==> config.mk <==
export PLATFORM = sky130hd
export DESIGN_NAME = text_console_ctrl
export DESIGN_NICKNAME = d
export VERILOG_FILES = /design/src/rtl/text_console_ctrl.sv
export SDC_FILE = /design/constraint.sdc
export NUM_CORES = 1
export LEC_CHECK = 0
export ABC_AREA = 1
export BUFFER_PORTS_ARGS = -buffer_cell sky130_fd_sc_hd__buf_2
export CAP_MARGIN = 25
export CORE_MARGIN = 8
export CORE_UTILIZATION = 25
export CTS_CLUSTER_DIAMETER = 150
export CTS_CLUSTER_SIZE = 24
export DETAILED_ROUTE_END_ITERATION = 10
export HOLD_SLACK_MARGIN = 0.06
export PLACE_DENSITY_LB_ADDON = 0.25
export SLEW_MARGIN = 20
export SYNTH_ARGS = -nofsm -noshare
export SYNTH_HDL_FRONTEND = slang
export SYNTH_SLANG_ARGS = --single-unit
export TNS_END_PERCENT = 100
==> constraint.sdc <==
create_clock -name clk -period 3.26 [get_ports clk]
set_input_delay 0.489 -clock clk [delete_from_list [all_inputs] [get_ports clk]]
set_output_delay 0.489 -clock clk [all_outputs]
set_load 0.005 [all_outputs]
==> src/rtl/text_console_ctrl.sv <==
// Terminal-style writer for the word-organised VGA text RAM: accepts a byte
// stream, tracks the cursor, and performs byte-lane writes, hardware scroll and clear.
module text_console_ctrl #(
  parameter int unsigned COLS  = 70,
  parameter int unsigned ROWS  = 30,
  parameter logic [7:0]  BLANK = 8'h20
) (
  input  logic        clk,
  input  logic        reset,
  input  logic        ch_valid,
  input  logic [7:0]  ch_data,
  output logic        ch_ready,
  output logic [9:0]  mem_addr,
  output logic [31:0] mem_wdata,
  output logic [3:0]  mem_be,
  output logic        mem_we,
  output logic        mem_re,
  input  logic [31:0] mem_rdata,
  output logic [4:0]  cursor_row,
  output logic [6:0]  cursor_col,
  output logic        busy
);

  localparam int unsigned AW = 12;
  localparam logic [AW-1:0] CLEAR_LAST  = AW'((ROWS * COLS + 3) / 4 - 1);
  localparam logic [AW-1:0] SCROLL_LAST = AW'((ROWS - 1) * COLS - 1);
  localparam logic [AW-1:0] SCREEN_LAST = AW'(ROWS * COLS - 1);
  localparam logic [4:0]    ROW_LAST    = 5'(ROWS - 1);
  localparam logic [6:0]    COL_LAST    = 7'(COLS - 1);

  typedef enum logic [2:0] {CLEAR, IDLE, PUT, SCROLL_RD, SCROLL_WR, SCROLL_CLR} state_t;

  state_t        state, state_next;
  logic [AW-1:0] ptr, ptr_next;
  logic [4:0]    row_next;
  logic [6:0]    col_next;
  logic [7:0]    put_char, put_char_next;
  logic          put_adv, put_adv_next;
  logic [AW-1:0] cur_addr, src_addr;
  logic [7:0]    rd_byte;

  assign cur_addr = AW'(cursor_row) * AW'(COLS) + AW'(cursor_col);
  assign src_addr = ptr + AW'(COLS);

  // Byte lane of the scroll source, read back one cycle after SCROLL_RD
  always_comb begin
    case (src_addr[1:0])
      2'd0:    rd_byte = mem_rdata[7:0];
      2'd1:    rd_byte = mem_rdata[15:8];
      2'd2:    rd_byte = mem_rdata[23:16];
      default: rd_byte = mem_rdata[31:24];
    endcase
  end

  always_ff @(posedge clk) begin
    if (reset) begin
      state      <= CLEAR;
      ptr        <= '0;
      cursor_row <= '0;
      cursor_col <= '0;
      put_char   <= BLANK;
      put_adv    <= 1'b0;
    end else begin
      state      <= state_next;
      ptr        <= ptr_next;
      cursor_row <= row_next;
      cursor_col <= col_next;
      put_char   <= put_char_next;
      put_adv    <= put_adv_next;
    end
  end

  always_comb begin
    state_next    = state;
    ptr_next      = ptr;
    row_next      = cursor_row;
    col_next      = cursor_col;
    put_char_next = put_char;
    put_adv_next  = put_adv;
    case (state)
      CLEAR: begin
        ptr_next = ptr + AW'(1);
        if (ptr == CLEAR_LAST) begin
          state_next = IDLE;
          ptr_next   = '0;
          row_next   = '0;
          col_next   = '0;
        end
      end
      IDLE: begin
        if (ch_valid) begin
          if (ch_data >= 8'h20 && ch_data <= 8'h7E) begin
            state_next    = PUT;
            put_char_next = ch_data;
            put_adv_next  = 1'b1;
          end else begin
            case (ch_data)
              8'h0A: begin
                col_next = '0;
                if (cursor_row == ROW_LAST) begin
                  state_next = SCROLL_RD;
                  ptr_next   = '0;
                end else begin
                  row_next = cursor_row + 5'd1;
                end
              end
              8'h0D: col_next = '0;
              8'h08: begin
                // Cursor moves now; PUT then blanks the new position without advancing
                if (cursor_col != 7'd0) begin
                  col_next      = cursor_col - 7'd1;
                  state_next    = PUT;
                  put_char_next = BLANK;
                  put_adv_next  = 1'b0;
                end else if (cursor_row != 5'd0) begin
                  row_next      = cursor_row - 5'd1;
                  col_next      = COL_LAST;
                  state_next    = PUT;
                  put_char_next = BLANK;
                  put_adv_next  = 1'b0;
                end
              end
              8'h0C: begin
                state_next = CLEAR;
                ptr_next   = '0;
              end
              default: ;
            endcase
          end
        end
      end
      PUT: begin
        state_next = IDLE;
        if (put_adv) begin
          if (cursor_col == COL_LAST) begin
            col_next = '0;
            if (cursor_row == ROW_LAST) begin
              state_next = SCROLL_RD;
              ptr_next   = '0;
            end else begin
              row_next = cursor_row + 5'd1;
            end
          end else begin
            col_next = cursor_col + 7'd1;
          end
        end
      end
      SCROLL_RD: state_next = SCROLL_WR;
      SCROLL_WR: begin
        ptr_next   = ptr + AW'(1);
        state_next = (ptr == SCROLL_LAST) ? SCROLL_CLR : SCROLL_RD;
      end
      SCROLL_CLR: begin
        ptr_next = ptr + AW'(1);
        if (ptr == SCREEN_LAST) begin
          state_next = IDLE;
          ptr_next   = '0;
        end
      end
      default: begin
        state_next = CLEAR;
        ptr_next   = '0;
      end
    endcase
  end

  // Memory strobes are forced idle while reset is held
  always_comb begin
    mem_addr  = '0;
    mem_wdata = '0;
    mem_be    = '0;
    mem_we    = 1'b0;
    mem_re    = 1'b0;
    ch_ready  = (state == IDLE);
    busy      = (state != IDLE);
    if (!reset) begin
      case (state)
        CLEAR: begin
          mem_we    = 1'b1;
          mem_addr  = ptr[9:0];
          mem_be    = 4'hF;
          mem_wdata = {4{BLANK}};
        end
        PUT: begin
          mem_we    = 1'b1;
          mem_addr  = cur_addr[11:2];
          mem_be    = 4'b0001 << cur_addr[1:0];
          mem_wdata = {4{put_char}};
        end
        SCROLL_RD: begin
          mem_re   = 1'b1;
          mem_addr = src_addr[11:2];
        end
        SCROLL_WR: begin
          mem_we    = 1'b1;
          mem_addr  = ptr[11:2];
          mem_be    = 4'b0001 << ptr[1:0];
          mem_wdata = {4{rd_byte}};
        end
        SCROLL_CLR: begin
          mem_we    = 1'b1;
          mem_addr  = ptr[11:2];
          mem_be    = 4'b0001 << ptr[1:0];
          mem_wdata = {4{BLANK}};
        end
        default: ;
      endcase
    end
  end

endmodule

Word-level counts from Yosys, hierarchy flattened
Index checks and enable logic that the tools add are counted.
{"block": "classes", "n_shift": 2, "addsub": 7, "n_bitwise": 1, "n_eq_ne": 32, "div_mod_pow": 0, "order_cmp": 2, "reduce_logical": 17, "mul": 1, "n_mux": 60}
{"operator": "32-bit one-hot mux with 3 select lines", "n": 1}
{"operator": "12-bit 2-to-1 mux", "n": 7}
{"operator": "12-bit one-hot mux with 6 select lines", "n": 1}
{"operator": "7-bit 2-to-1 mux", "n": 7}
{"operator": "5-bit 2-to-1 mux", "n": 8}
{"operator": "10-bit one-hot mux with 4 select lines", "n": 1}
{"operator": "8-bit by 4-bit equality test with 1-bit output, second input constant", "n": 4}
{"operator": "32-bit 2-to-1 mux", "n": 1}
{"operator": "8-bit 2-to-1 mux", "n": 4}
{"operator": "3-bit 2-to-1 mux", "n": 8}
{"operator": "12-bit one-hot mux with 2 select lines", "n": 1}
{"operator": "8-bit one-hot mux with 3 select lines", "n": 1}
{"operator": "7-bit one-hot mux with 3 select lines", "n": 1}
{"operator": "3-bit one-hot mux with 6 select lines", "n": 1}
{"operator": "5-bit one-hot mux with 3 select lines", "n": 1}
{"operator": "7-bit one-hot mux with 2 select lines", "n": 1}
{"operator": "12-bit by 1-bit adder with 12-bit output, second input constant", "n": 1}
{"operator": "12-bit by 7-bit adder with 12-bit output", "n": 1}
{"operator": "12-bit by 7-bit adder with 12-bit output, second input constant", "n": 1}
{"operator": "12-bit by 10-bit equality test with 1-bit output, second input constant", "n": 1}
{"operator": "12-bit by 11-bit equality test with 1-bit output, second input constant", "n": 1}
{"operator": "12-bit equality test, second input constant", "n": 1}
{"operator": "2-bit != test, second input constant", "n": 6}
{"operator": "4-bit one-hot mux with 3 select lines", "n": 1}
{"operator": "41 further kinds", "n": 61}
{"block": "word_totals", "rom_bits": 0, "regBits": 36, "wordCells": 128, "latch_bits": 0, "mem_bits_rw": 0, "out_inout_bits": 62, "memories": 0}

Logic depth before layout (Yosys ltp)
{"block": "depth", "depth_word": 7, "depth_mapped": 19}

Worst setup path before layout
No wires, ideal clock.
{"block": "synth_path", "path_type": "register to output", "start": "register cursor_row[3]", "end": "output mem_addr[9]", "arrival_time_ns": 3.043, "required_ns": 2.771, "setup_slack_ns": -0.272, "stages_incl_launch_ff": 20, "n_path_buf": 0, "path_cell_list": "dfxtp_1 inv_1 ha_1 inv_1 ha_1 ha_1 nand2_1 o21ai_0 xor2_1 ha_1 nand2_1 nor2_1 nand2_1 nand3_1 nand2_1 nor2_1 nand3_1 nand2_1 nand3_1 a21oi_1"}
{"block": "synth_between", "elab_chain_cells": 4}
{"item": "start, declared", "line": "19", "rtl": "output logic [4:0] cursor_row,"}
{"item": "start signal, assigned", "line": "66", "rtl": "cursor_row <= row_next;"}
{"item": "5-bit by 6-bit multiplier with 11-bit output", "line": "42", "rtl": "assign cur_addr = AW'(cursor_row) * AW'(COLS) + AW'(cursor_col);"}
{"item": "12-bit by 7-bit adder with 12-bit output", "line": "42"}
{"item": "10-bit one-hot mux with 4 select lines", "line": "177", "rtl": "case (state)"}
{"item": "10-bit 2-to-1 mux", "line": "176", "rtl": "if (!reset) begin"}
{"item": "end, declared", "line": "13", "rtl": "output logic [9:0] mem_addr,"}
Every way passes these cells.

Worst setup path in the final report
Ends and elaborated chain as after synthesis.

==> summary.md <==
| Metric | Value |
|---|---|
| Crit path buf inv count | 5 |
| Syn avg cell area | 6.09 um2 |
| Placed insts | 1059 |
| CP Data Required Time | 2.77 ns |
| Final nets | 920 |
| Count of warnings emitted by yosys | 0 |
| Delay-heaviest family, CP | adder cells |
| Largest net degree at the start of global routing | 42 |
| Die X | 151 um |
| Total track usage | 13.1% |
| RePlAce Congestion | 0.842 |
| Max_slew headroom | 45.6% |
| Fillers | 2007 |
| Leading cell type in the layout, fill and taps excluded | nand2_1 |
| CTS buffer count | 5 |
| Slowest stage delay, CP | 0.51 ns |
| Synth Register Bits | 36 |
| CP Class | flip-flop to output pin |
| Failing checks | setup timing |
| Non-filler instance count after layout | 1071 |
| Root Buffer | clkbuf_16 |
| Depth of the worst hold-timing path | 2 |
| DRC Markers | 0 |
| R2R Setup Slk | 0.97 ns |
| WHS Endpoint | put_char[7]$_SDFFE_PP0P_ |
| N_diodes | 0 |
| Commonest non-fill, non-tap cells in the layout | nand2_1 (171), buf_2 (104), inv_1 (82) |
| Reg2Reg Capture Point | ptr[3]$_SDFFE_PP0P_ |
| Max VDD drop | 0.000197 V |
| # IOs | 105 |
| Clock latency on the worst-skew pair | 0.29 ns |
| Max Clock Skew | 0.00610 ns |
| Worst r2r path cells | 10 |
| Worst-Margin Slew | 0.817 ns |
| FFs w/ async S/R, synth | 0% |
| Die area | 22800 um2 |
| Post-DR vias/cell | 4.68 |
| Average wire per standard cell | 14.4 um |
| Max_cap viols | 0 |
| EDFF count, synth | 0 |
| Hold wc startpoint | put_char[7]$_SDFFE_PP0P_ |
| Crit-path cells | inv_4, ha_4, inv_4, ha_4, inv_2, fa_1, inv_2, xor2_1, ha_1, nand2_1, nor2_1, nand2_1, nand3_2, nand2_2, nor2_4, nand3_2, nand2_2, nand3_2, a21oi_2, buf_2 |
| RSZ-0062 raised after global routing | yes |
| Antenna violations before repair | 0 |
| CP Launch Type | flip-flop |
| Setup slack after layout | -0.265 ns |
| Vias in the first global route | 4637 |
| Final core utilization | 31.5% |
| Iteration-0 DRC count of the detailed router | 367 |
| Max Fclk | 284 MHz |
| Htree depth | 2 |
| Pwr Density | 192 nW/um2 |
| First-pass GRT wire length | 24100 um |
| Synth unique cells | 46 |
| Final Hold Viols | 0 |
| Mapped Nets | 826 |
| Hpwl dp | 12400 um |
| Hold Slack | 0.442 ns |
| Main synth FF type | dfxtp_1 |
| Initial Utilization | 25.4% |
| Seq/Total Area, Yosys | 15.8% |
| CTS clk-pin slew, worst paths | 0.06 ns |
| Synthesized area | 4550 um2 |
| Die height | 151 um |
| Worst reg2reg path startpoint | state[1]$_SDFFE_PP0P_ |
| Share of cells above drive strength 1 | 26.8% |
| ANT nets after route | 0 |
| CORE AREA | 17900 um2 |
| DRT Wirelength | 15400 um |
| Hold Path Class | flip-flop to flip-flop |
| Pre-CTS worst setup slack | -0.177 ns |
| Slowest-stage cell, CP | fa_1 |
| Worst EP arrival | 3.04 ns |
| Vias | 5013 |
| CTS tree | yes |
| TritonRoute pass-1 iters | 5 |
| CP Capture Type | output pin |
| Status | finished with violations |
| CTS max path bufs | 2 |
| IO Port Bufs | 104 |
| Final Max Slew Viols | 0 |
| Synthesis-to-finish area growth | 23.8% |
| Grt ovf | 0 |
| CP most frequent cell | nand3_2 |
| FP Rows | 49 |
| Final Cycle Share | 108% |
| Setup TNS | -1.52 ns |
| Setup violators final | 7 |
| Leak Pwr | 2.71 nW |
| Cell count after synthesis | 747 |
| CP max FO | 4 |
| Sink Count | 36 |
| Minimum clock period | 3.52 ns |
-- sequential cells by signal, summed over array words and instances (netlist names) --
name	flops
cursor_row	5
ptr	12
state	3
put_char	8
cursor_col	7
put_adv	1
-- synthesized netlist by cell type, types with 2 or more instances --
library cell  instances  area (um2)
a21oi_1              62         310
a22oi_1               7        52.6
a31oi_1               5        31.3
a32oi_1               2        17.5
buf_2                11        55.1
buf_4                27         203
buf_6                 2        22.5
clkbuf_1              8        30.0
dfxtp_1              36         721
fa_1                  2        40.0
ha_1                 34         425
inv_1                88         330
inv_2                 7        26.3
nand2_1             179         672
nand2_2               6        37.5
nand2_4               2        22.5
nand3_1              64         320
nand3_2               8        80.1
nand4_1               7        43.8
nor2_1               80         300
nor2_2                4        25.0
nor2_4                6        67.6
nor2_8                2        40.0
nor3_1               15        75.1
nor3_2                2        20.0
o211ai_1              3        22.5
o21ai_0              27         135
o21ai_1               6        30.0
o21bai_1              2        15.0
o22ai_1               5        31.3
xnor2_1               2        17.5
xor2_1               22         193
-- cell type report --
class                           instances  area, um2  area share, %
Timing Repair Buffer                  135        757           13.4
Sequential cell                        36        729           13.0
Multi-Input combinational cell        566       3340           59.4
Tap cell                              229        287           5.09
Inverter                               97        370           6.58
Clock inverter                          3       18.8          0.333
Clock buffer                            5        125           2.22
-- cells by family after synthesis --
group | share of synthesized area (%)
AO/OA/AOI/OAI | 16.0
buffers and inverters | 14.9
multiplexers | 0.220
AND/OR/NAND/NOR | 38.2
XOR/XNOR | 4.62
adder cells (fa/ha/maj) | 10.2
flip-flops | 15.8
-- worst max-delay path by stage --
| stage | startpoint | endpoint | cells after the start |
|---|---|---|---|
| 2_1_floorplan | cursor_row[3]$_SDFFE_PP0P_ | mem_addr[9] | 19 |
| 3_3_place_gp | cursor_row[3]$_SDFFE_PP0P_ | mem_addr[9] | 20 |
| 3_5_place_dp | cursor_row[3]$_SDFFE_PP0P_ | mem_addr[9] | 20 |
| 4_1_cts | cursor_row[3]$_SDFFE_PP0P_ | mem_addr[9] | 20 |
| 5_1_grt | cursor_row[3]$_SDFFE_PP0P_ | mem_addr[9] | 20 |
| 6_report | cursor_row[3]$_SDFFE_PP0P_ | mem_addr[9] | 20 |
-- repair_timing --
item	in CTS	in global routing
buffers inserted	2	2
cloned	0	0
setup endpoints to repair	7	8
hold buffers	0	0
pin swaps	20	20
resized for setup	29	14
-- worst min-delay path: cells and delay by family (launching register included) --
kind	cells	cell delay, ns
DFF	1	0.31
and+or+nand+nor	2	0.09
-- power breakdown --
group / internal (mW) / switching [mW] / total, mW
clock network: 0.282 / 0.207 / 0.489
registers: 0.441 / 0.00371 / 0.445
logic: 0.0566 / 0.0892 / 0.146
-- layer usage --
layer	vias to the layer above	global-route usage (%)	wire length, um
met5	-	0	0
li1	2608	-	-
met1	2267	18.1	7430
met3	7	1.85	703
met2	131	21.3	7160
met4	0	2.72	107
-- per-stage QoR --
step                      instance area [um2]  total power, mW
after floorplan                          4560            0.538
after global placement                   5260            0.603
after detailed placement                 5260            0.602
after CTS                                5580             1.09
after global routing                     5630             1.13
final                                    5630             1.08
No activity file was read; power rests on OpenSTA's default activity.
